## src/rtl/plic_lite_pkg.sv

```systemverilog
`default_nettype none
// ============================================================================
//  Module      : plic_lite_pkg
//  Description : Shared register offsets, id width, context and access-FSM
//                state encodings for the plic_lite interrupt arbiter.
//  Revision    : 1.0  initial release
// ============================================================================
package plic_lite_pkg;

    // Source ids are 1..31 with 0 meaning "none", so five bits cover them all
    localparam int c_id_w = 5;

    // Register byte offsets (word aligned, bits [1:0] are ignored)
    localparam logic [7:0] c_reg_pend    = 8'h80;
    localparam logic [7:0] c_reg_en_m    = 8'h84;
    localparam logic [7:0] c_reg_en_s    = 8'h88;
    localparam logic [7:0] c_reg_thr_m   = 8'h8C;
    localparam logic [7:0] c_reg_thr_s   = 8'h90;
    localparam logic [7:0] c_reg_claim_m = 8'h94;
    localparam logic [7:0] c_reg_claim_s = 8'h98;

    typedef enum logic [0:0] {
        CTX_M = 1'b0,
        CTX_S = 1'b1
    } ctx_e;

    typedef enum logic [0:0] {
        IDLE = 1'b0,
        RESP = 1'b1
    } state_e;

endpackage
`default_nettype wire

```

## src/rtl/plic_gateway.sv

```systemverilog
`default_nettype none
// ============================================================================
//  Module      : plic_gateway
//  Description : Level-triggered gateway for one interrupt source. Holds the
//                pending and in-flight bits; a claimed source cannot re-pend
//                until software completes it.
//  Revision    : 1.0  initial release
// ============================================================================
module plic_gateway (
    input  logic clk,
    input  logic rst,
    input  logic i_irq,
    input  logic i_claim,
    input  logic i_complete,
    output logic o_pending
);

    logic r_pending;
    logic r_inflight;

    // Claim takes priority; otherwise latch the level and retire on complete
    always_ff @(posedge clk) begin
        if (rst) begin
            r_pending  <= 1'b0;
            r_inflight <= 1'b0;
        end else if (i_claim) begin
            r_pending  <= 1'b0;
            r_inflight <= 1'b1;
        end else begin
            if (i_irq && !r_inflight) begin
                r_pending <= 1'b1;
            end
            if (i_complete) begin
                r_inflight <= 1'b0;
            end
        end
    end

    assign o_pending = r_pending;

endmodule
`default_nettype wire

```

## src/rtl/plic_lite.sv

```systemverilog
`default_nettype none
// ============================================================================
//  Module      : plic_lite
//  Description : Platform-level interrupt arbiter with two targets (M and S
//                context). Per-source gateways, priority/threshold arbitration
//                and a single-outstanding register port for configuration and
//                claim/complete.
//  Revision    : 1.0  initial release
// ============================================================================
module plic_lite
    import plic_lite_pkg::*;
#(
    parameter int NUM_SRC = 8,
    parameter int PRIO_W  = 3
) (
    input  logic               clk,
    input  logic               reset,
    input  logic [NUM_SRC-1:0] irq_src,
    input  logic               reg_valid,
    input  logic               reg_we,
    input  logic [7:0]         reg_addr,
    input  logic [31:0]        reg_wdata,
    output logic [31:0]        reg_rdata,
    output logic               reg_ready,
    output logic               eip_m,
    output logic               eip_s
);

    state_e                        r_state;
    state_e                        w_state_nxt;
    logic [7:0]                    w_addr;
    logic                          w_accept;
    logic                          w_wr;
    logic                          w_rd;
    logic                          w_claim_m;
    logic                          w_claim_s;
    logic                          w_cmpl_sel;
    logic [c_id_w-1:0]             w_claim_id;
    logic [NUM_SRC-1:0]            w_pend;
    logic [NUM_SRC-1:0]            w_claim;
    logic [NUM_SRC-1:0]            w_complete;
    logic [PRIO_W-1:0]             r_prio [NUM_SRC];
    logic [1:0][NUM_SRC-1:0]       r_en;
    logic [1:0][PRIO_W-1:0]        r_thr;
    logic [1:0][c_id_w-1:0]        w_best;
    logic [1:0][c_id_w-1:0]        r_best;
    logic [1:0]                    r_eip;
    logic [31:0]                   w_rdata;
    logic [31:0]                   r_rdata;
    logic                          w_unused;

    assign w_addr     = {reg_addr[7:2], 2'b00};
    assign w_unused   = ^reg_addr[1:0];
    assign w_accept   = (r_state == IDLE) && reg_valid;
    assign w_wr       = w_accept && reg_we;
    assign w_rd       = w_accept && !reg_we;
    assign w_claim_m  = w_rd && (w_addr == c_reg_claim_m);
    assign w_claim_s  = w_rd && (w_addr == c_reg_claim_s);
    assign w_cmpl_sel = w_wr && ((w_addr == c_reg_claim_m) || (w_addr == c_reg_claim_s));
    // A claim consumes the registered winner of the addressed context; 0 claims nothing
    assign w_claim_id = w_claim_m ? r_best[CTX_M] :
                        w_claim_s ? r_best[CTX_S] : '0;

    generate
        for (genvar i = 0; i < NUM_SRC; i++) begin : g_gw
            assign w_claim[i]    = (w_claim_id == c_id_w'(i + 1));
            assign w_complete[i] = w_cmpl_sel && (reg_wdata == 32'(i + 1));

            plic_gateway u_gw (
                .clk        (clk),
                .rst        (reset),
                .i_irq      (irq_src[i]),
                .i_claim    (w_claim[i]),
                .i_complete (w_complete[i]),
                .o_pending  (w_pend[i])
            );
        end
    endgenerate

    generate
        for (genvar c = 0; c < 2; c++) begin : g_arb
            logic [PRIO_W-1:0] w_max;

            // Priority-max scan: strict compare keeps the lowest id on ties
            always_comb begin
                w_max     = '0;
                w_best[c] = '0;
                for (int i = 0; i < NUM_SRC; i++) begin
                    if (w_pend[i] && r_en[c][i] && (r_prio[i] > r_thr[c]) &&
                        (r_prio[i] > w_max)) begin
                        w_max     = r_prio[i];
                        w_best[c] = c_id_w'(i + 1);
                    end
                end
            end
        end
    endgenerate

    // Per-source priority registers; id 0 and ids beyond NUM_SRC have no storage
    always_ff @(posedge clk) begin
        for (int i = 0; i < NUM_SRC; i++) begin
            if (reset) begin
                r_prio[i] <= '0;
            end else if (w_wr && !w_addr[7] && (w_addr[6:2] == c_id_w'(i + 1))) begin
                r_prio[i] <= reg_wdata[PRIO_W-1:0];
            end
        end
    end

    // Context configuration plus registered arbitration result and interrupt lines
    always_ff @(posedge clk) begin
        if (reset) begin
            r_en   <= '0;
            r_thr  <= '0;
            r_best <= '0;
            r_eip  <= '0;
        end else begin
            r_best <= w_best;
            r_eip  <= {(w_best[CTX_S] != '0), (w_best[CTX_M] != '0)};
            if (w_wr) begin
                case (w_addr)
                    c_reg_en_m:  r_en[CTX_M]  <= reg_wdata[NUM_SRC:1];
                    c_reg_en_s:  r_en[CTX_S]  <= reg_wdata[NUM_SRC:1];
                    c_reg_thr_m: r_thr[CTX_M] <= reg_wdata[PRIO_W-1:0];
                    c_reg_thr_s: r_thr[CTX_S] <= reg_wdata[PRIO_W-1:0];
                    default:     ;
                endcase
            end
        end
    end

    // Read mux; bit positions in the mask registers equal source ids
    always_comb begin
        w_rdata = '0;
        if (!w_addr[7]) begin
            for (int i = 0; i < NUM_SRC; i++) begin
                if (w_addr[6:2] == c_id_w'(i + 1)) begin
                    w_rdata = 32'(r_prio[i]);
                end
            end
        end else begin
            case (w_addr)
                c_reg_pend:    w_rdata = 32'({w_pend, 1'b0});
                c_reg_en_m:    w_rdata = 32'({r_en[CTX_M], 1'b0});
                c_reg_en_s:    w_rdata = 32'({r_en[CTX_S], 1'b0});
                c_reg_thr_m:   w_rdata = 32'(r_thr[CTX_M]);
                c_reg_thr_s:   w_rdata = 32'(r_thr[CTX_S]);
                c_reg_claim_m: w_rdata = 32'(r_best[CTX_M]);
                c_reg_claim_s: w_rdata = 32'(r_best[CTX_S]);
                default:       ;
            endcase
        end
    end

    // Read data is captured on the accept edge and held through the response
    always_ff @(posedge clk) begin
        if (reset) begin
            r_rdata <= '0;
        end else if (w_accept) begin
            r_rdata <= reg_we ? '0 : w_rdata;
        end
    end

    // Access FSM state register
    always_ff @(posedge clk) begin
        if (reset) begin
            r_state <= IDLE;
        end else begin
            r_state <= w_state_nxt;
        end
    end

    // Access FSM next state: accept in IDLE, respond for exactly one cycle
    always_comb begin
        w_state_nxt = r_state;
        case (r_state)
            IDLE:    if (reg_valid) w_state_nxt = RESP;
            RESP:    w_state_nxt = IDLE;
            default: w_state_nxt = IDLE;
        endcase
    end

    // A reset arriving during the response cycle suppresses the completion pulse
    assign reg_ready = (r_state == RESP) && !reset;
    assign reg_rdata = r_rdata;
    assign eip_m     = r_eip[CTX_M];
    assign eip_s     = r_eip[CTX_S];

endmodule
`default_nettype wire

```

## config.mk

```make
export PLATFORM = sky130hd
export DESIGN_NAME = plic_lite
export DESIGN_NICKNAME = d
export VERILOG_FILES = /design/src/rtl/plic_lite_pkg.sv /design/src/rtl/plic_gateway.sv /design/src/rtl/plic_lite.sv
export SDC_FILE = /design/constraint.sdc
export NUM_CORES = 1
export LEC_CHECK = 0
export ABC_AREA = 1
export CAP_MARGIN = 25
export CORE_MARGIN = 5
export CORE_UTILIZATION = 46
export DETAILED_ROUTE_END_ITERATION = 8
export DONT_BUFFER_PORTS = 1
export GPL_ROUTABILITY_DRIVEN = 0
export SETUP_SLACK_MARGIN = 0.05
export SYNTH_ARGS = -nofsm -noshare
export SYNTH_HDL_FRONTEND = slang
export SYNTH_SLANG_ARGS = --single-unit
```

## constraint.sdc

```tcl
create_clock -name clk -period 11 [get_ports clk]
set_clock_uncertainty 0.05 [all_clocks]
set_input_delay 2.2 -clock clk [delete_from_list [all_inputs] [get_ports clk]]
set_output_delay 2.2 -clock clk [all_outputs]
set_load 0.02 [all_outputs]
```

==> impl_metrics.ini <==
[floorplan]
start_util_pct = 47.2
fp-row-count = 43
die_width_um = 130
die-area_sq_um = 16800
io_pins = 87
fp.dieH_um = 130
coreArea_sq_um = 13900

[synthesis]
synthCells = 919
ys_warn_count = 0
synth_compound_area_share_pct = 16.3
synth_area_sq_um = 6580
seq_area_frac_synth_pct = 28.6
synth_async_sr_flop_share_pct = 0
muxShareOfSynthArea_pct = 0
yosys_register_bits = 82
yosysTopAreaCellShare_pct = 17.6
synth.largest_area_cell = dfxtp_1
synth_edf_count = 24
synth_top_family_by_area = simple AND/OR/NAND/NOR gates
syn_avg_cell_area_sq_um = 7.16
synth-main-ff-cell = dfxtp_1
synth_xor_area_share_pct = 0
synth_fa_ha_area_share_pct = 15.2
synth-simple-area-share_pct = 29.6
synth_area_leaders = dfxtp_1 18%, ha_1 15%, edfxtp_1 11%
synth_cell_types = 46
synth_most_common_cell = nand2_1
synth_top_cells_by_count = 163 x nand2_1, 106 x inv_1, 101 x nor2_1, 80 x ha_1, 71 x o21ai_0

[timing]
rsz0062_at_grt = no
tns_ns = 0
drv_slew = 0
post-route-period-util_pct = 86.8
period_minus_slack_ns = 9.55
max_freq_mhz = 105
worst_pin_slew_ns = 1.14
setup_viol = 0
hold_viol = 0
relSlewSlack_pct = 23.0

[global_routing]
grt-ovfl-total = 0
grt_pass1_wl_mm = 30.3
grt_util_all_layers_pct = 23.5
grt_pass1_vias = 5683
grt_max_degree = 47
antenna_found_initial = 0

[critical_path]
cp_slowest_cell = ha_1
cp_max_fo = 11
start_kind = flip-flop
cp.buffers_inverters = 2
critPathTopFamily = simple AND/OR/NAND/NOR gates
crit_type = flip-flop to flip-flop
max_stage_delay_ns = 0.41
cp.arrival_ns = 9.72
required_ns = 11.17
worst_setup_path_end_kind = flip-flop

[cts]
clk_latency_ns = 0.34
clockRootBuffer = clkbuf_16
clk_pin_slew_ns = 0.06
cts_tree = built
post_cts_resized = 0
post_cts_buffers = 0
ctsHtreeMaxLevel = 3
cts_num_sinks = 82
hold_buffers = 0
cts_buffer_depth = 2
numCtsBuffers = 9

[routing]
vias_per_cell = 5.56
dr.pass1.iters = 5
drt_iter0_drc = 470
final_antenna_net_count = 0
routed_wl_mm = 19.6
route.detailed.drc = 0
wl_per_cell_um = 17.7
num_vias = 6143

[power_and_ir_drop]
max-vdd-ir-drop_v = 0.000105
p_leak_nw = 3.05
power.total_uw = 690
powerDensity_nw_per_um2 = 98.6

[place]
dp.cells = 1089
hpwl_mm = 15.5
portBuffers = 0

[hold_path]
hold_path.class = flip-flop to flip-flop

[final_layout]
area_growth_pct = 6.25
num_antenna_cells = 0
nets = 1052
fillers = 1461
drive_gt1_share_pct = 7.24
final_cells = 1105

[job]
drv_cap = 0

[status]
status = completed
[worst reg2reg max path, delay by kind of cell (launching register included)]
kind / cells / cell delay (ns)
AND/OR/NAND/NOR: 29 / 3.68
AO/OA/AOI/OAI: 13 / 2.64
adder cells (fa/ha/maj): 8 / 2.41
flip-flops: 1 / 0.35
buffers and inverters: 2 / 0.32
[cell families (layout without fill, tap and decap cells)]
family	Yosys count	count (layout)
other	1	23
AOI/OAI and AO/OA	193	193
DFF	82	82
adders and majority gates	80	80
and+or+nand+nor	409	409
buffers and inverters	154	138
[flip-flops by register name, summed over array words and instances, names as in the netlist]
register,flops
g_gw.u_gw.r_inflight,8
r_prio,24
r_best,8
r_en,16
r_state,1
g_gw.u_gw.o_pending,8
r_eip,2
reg_rdata,9
r_thr,6
[final cells by class]
type	count	area (sq um)	share of cell area (%)
clock buffers	10	229	3.27
clock inverters	6	66.3	0.948
inverters	117	439	6.28
multi-input cells	705	4110	58.8
flip-flops and latches	82	1880	26.9
well taps	180	225	3.22
repair buffers	5	41.3	0.590
[routing by layer]
layer,track usage [%],wire length [um]
met5,0,0
met4,8.25,569
met3,4.12,1270
met2,39.2,9120
met1,30.7,8640
[through the flow]
stage	util, %	setup slack (ns)	hold WS [ns]	cell area [sq um]
global placement	48.0	1.55	0.398	6690
finish	50.2	1.45	0.408	7000
detailed placement	48.1	1.48	0.406	6700
floorplan	-	2.91	0.388	6670
global route	50.2	0.447	0.434	7000
CTS	50.2	1.45	0.415	7000
[final timing paths]
kind                      startpoint                       to  slack [ns]  depth (start not counted)
max                         r_thr[1]                 r_eip[0]        1.45                         52
min          g_gw[4].u_gw.r_inflight  g_gw[4].u_gw.r_inflight        0.41                          2
max reg2reg                 r_thr[1]                 r_eip[0]        1.45                         52
min reg2reg  g_gw[4].u_gw.r_inflight  g_gw[4].u_gw.r_inflight        0.41                          2
[cells in the final DEF, fill, tap and decap left out, types with 5 or more instances in the layout]
| cell | n |
|---|---|
| a21oi_1 | 68 |
| a22oi_1 | 5 |
| a311oi_1 | 5 |
| and2_1 | 5 |
| clkbuf_16 | 9 |
| conb_1 | 23 |
| dfxtp_1 | 58 |
| edfxtp_1 | 24 |
| ha_1 | 80 |
| inv_1 | 106 |
| inv_2 | 7 |
| nand2_1 | 163 |
| nand2_2 | 7 |
| nand2_4 | 5 |
| nand3_1 | 64 |
| nand3_2 | 16 |
| nand4_1 | 12 |
| nor2_1 | 101 |
| nor3_1 | 12 |
| nor4_1 | 11 |
| o21ai_0 | 71 |
| o21ai_1 | 15 |
| o22ai_1 | 7 |
[where the power goes]
group          internal [mW]  switching (mW)  leakage, nW
combinational         0.0188          0.0455         2.20
clock                  0.176           0.123        0.135
sequential             0.316         0.00951        0.720
(Power assumes the default switching activity.)
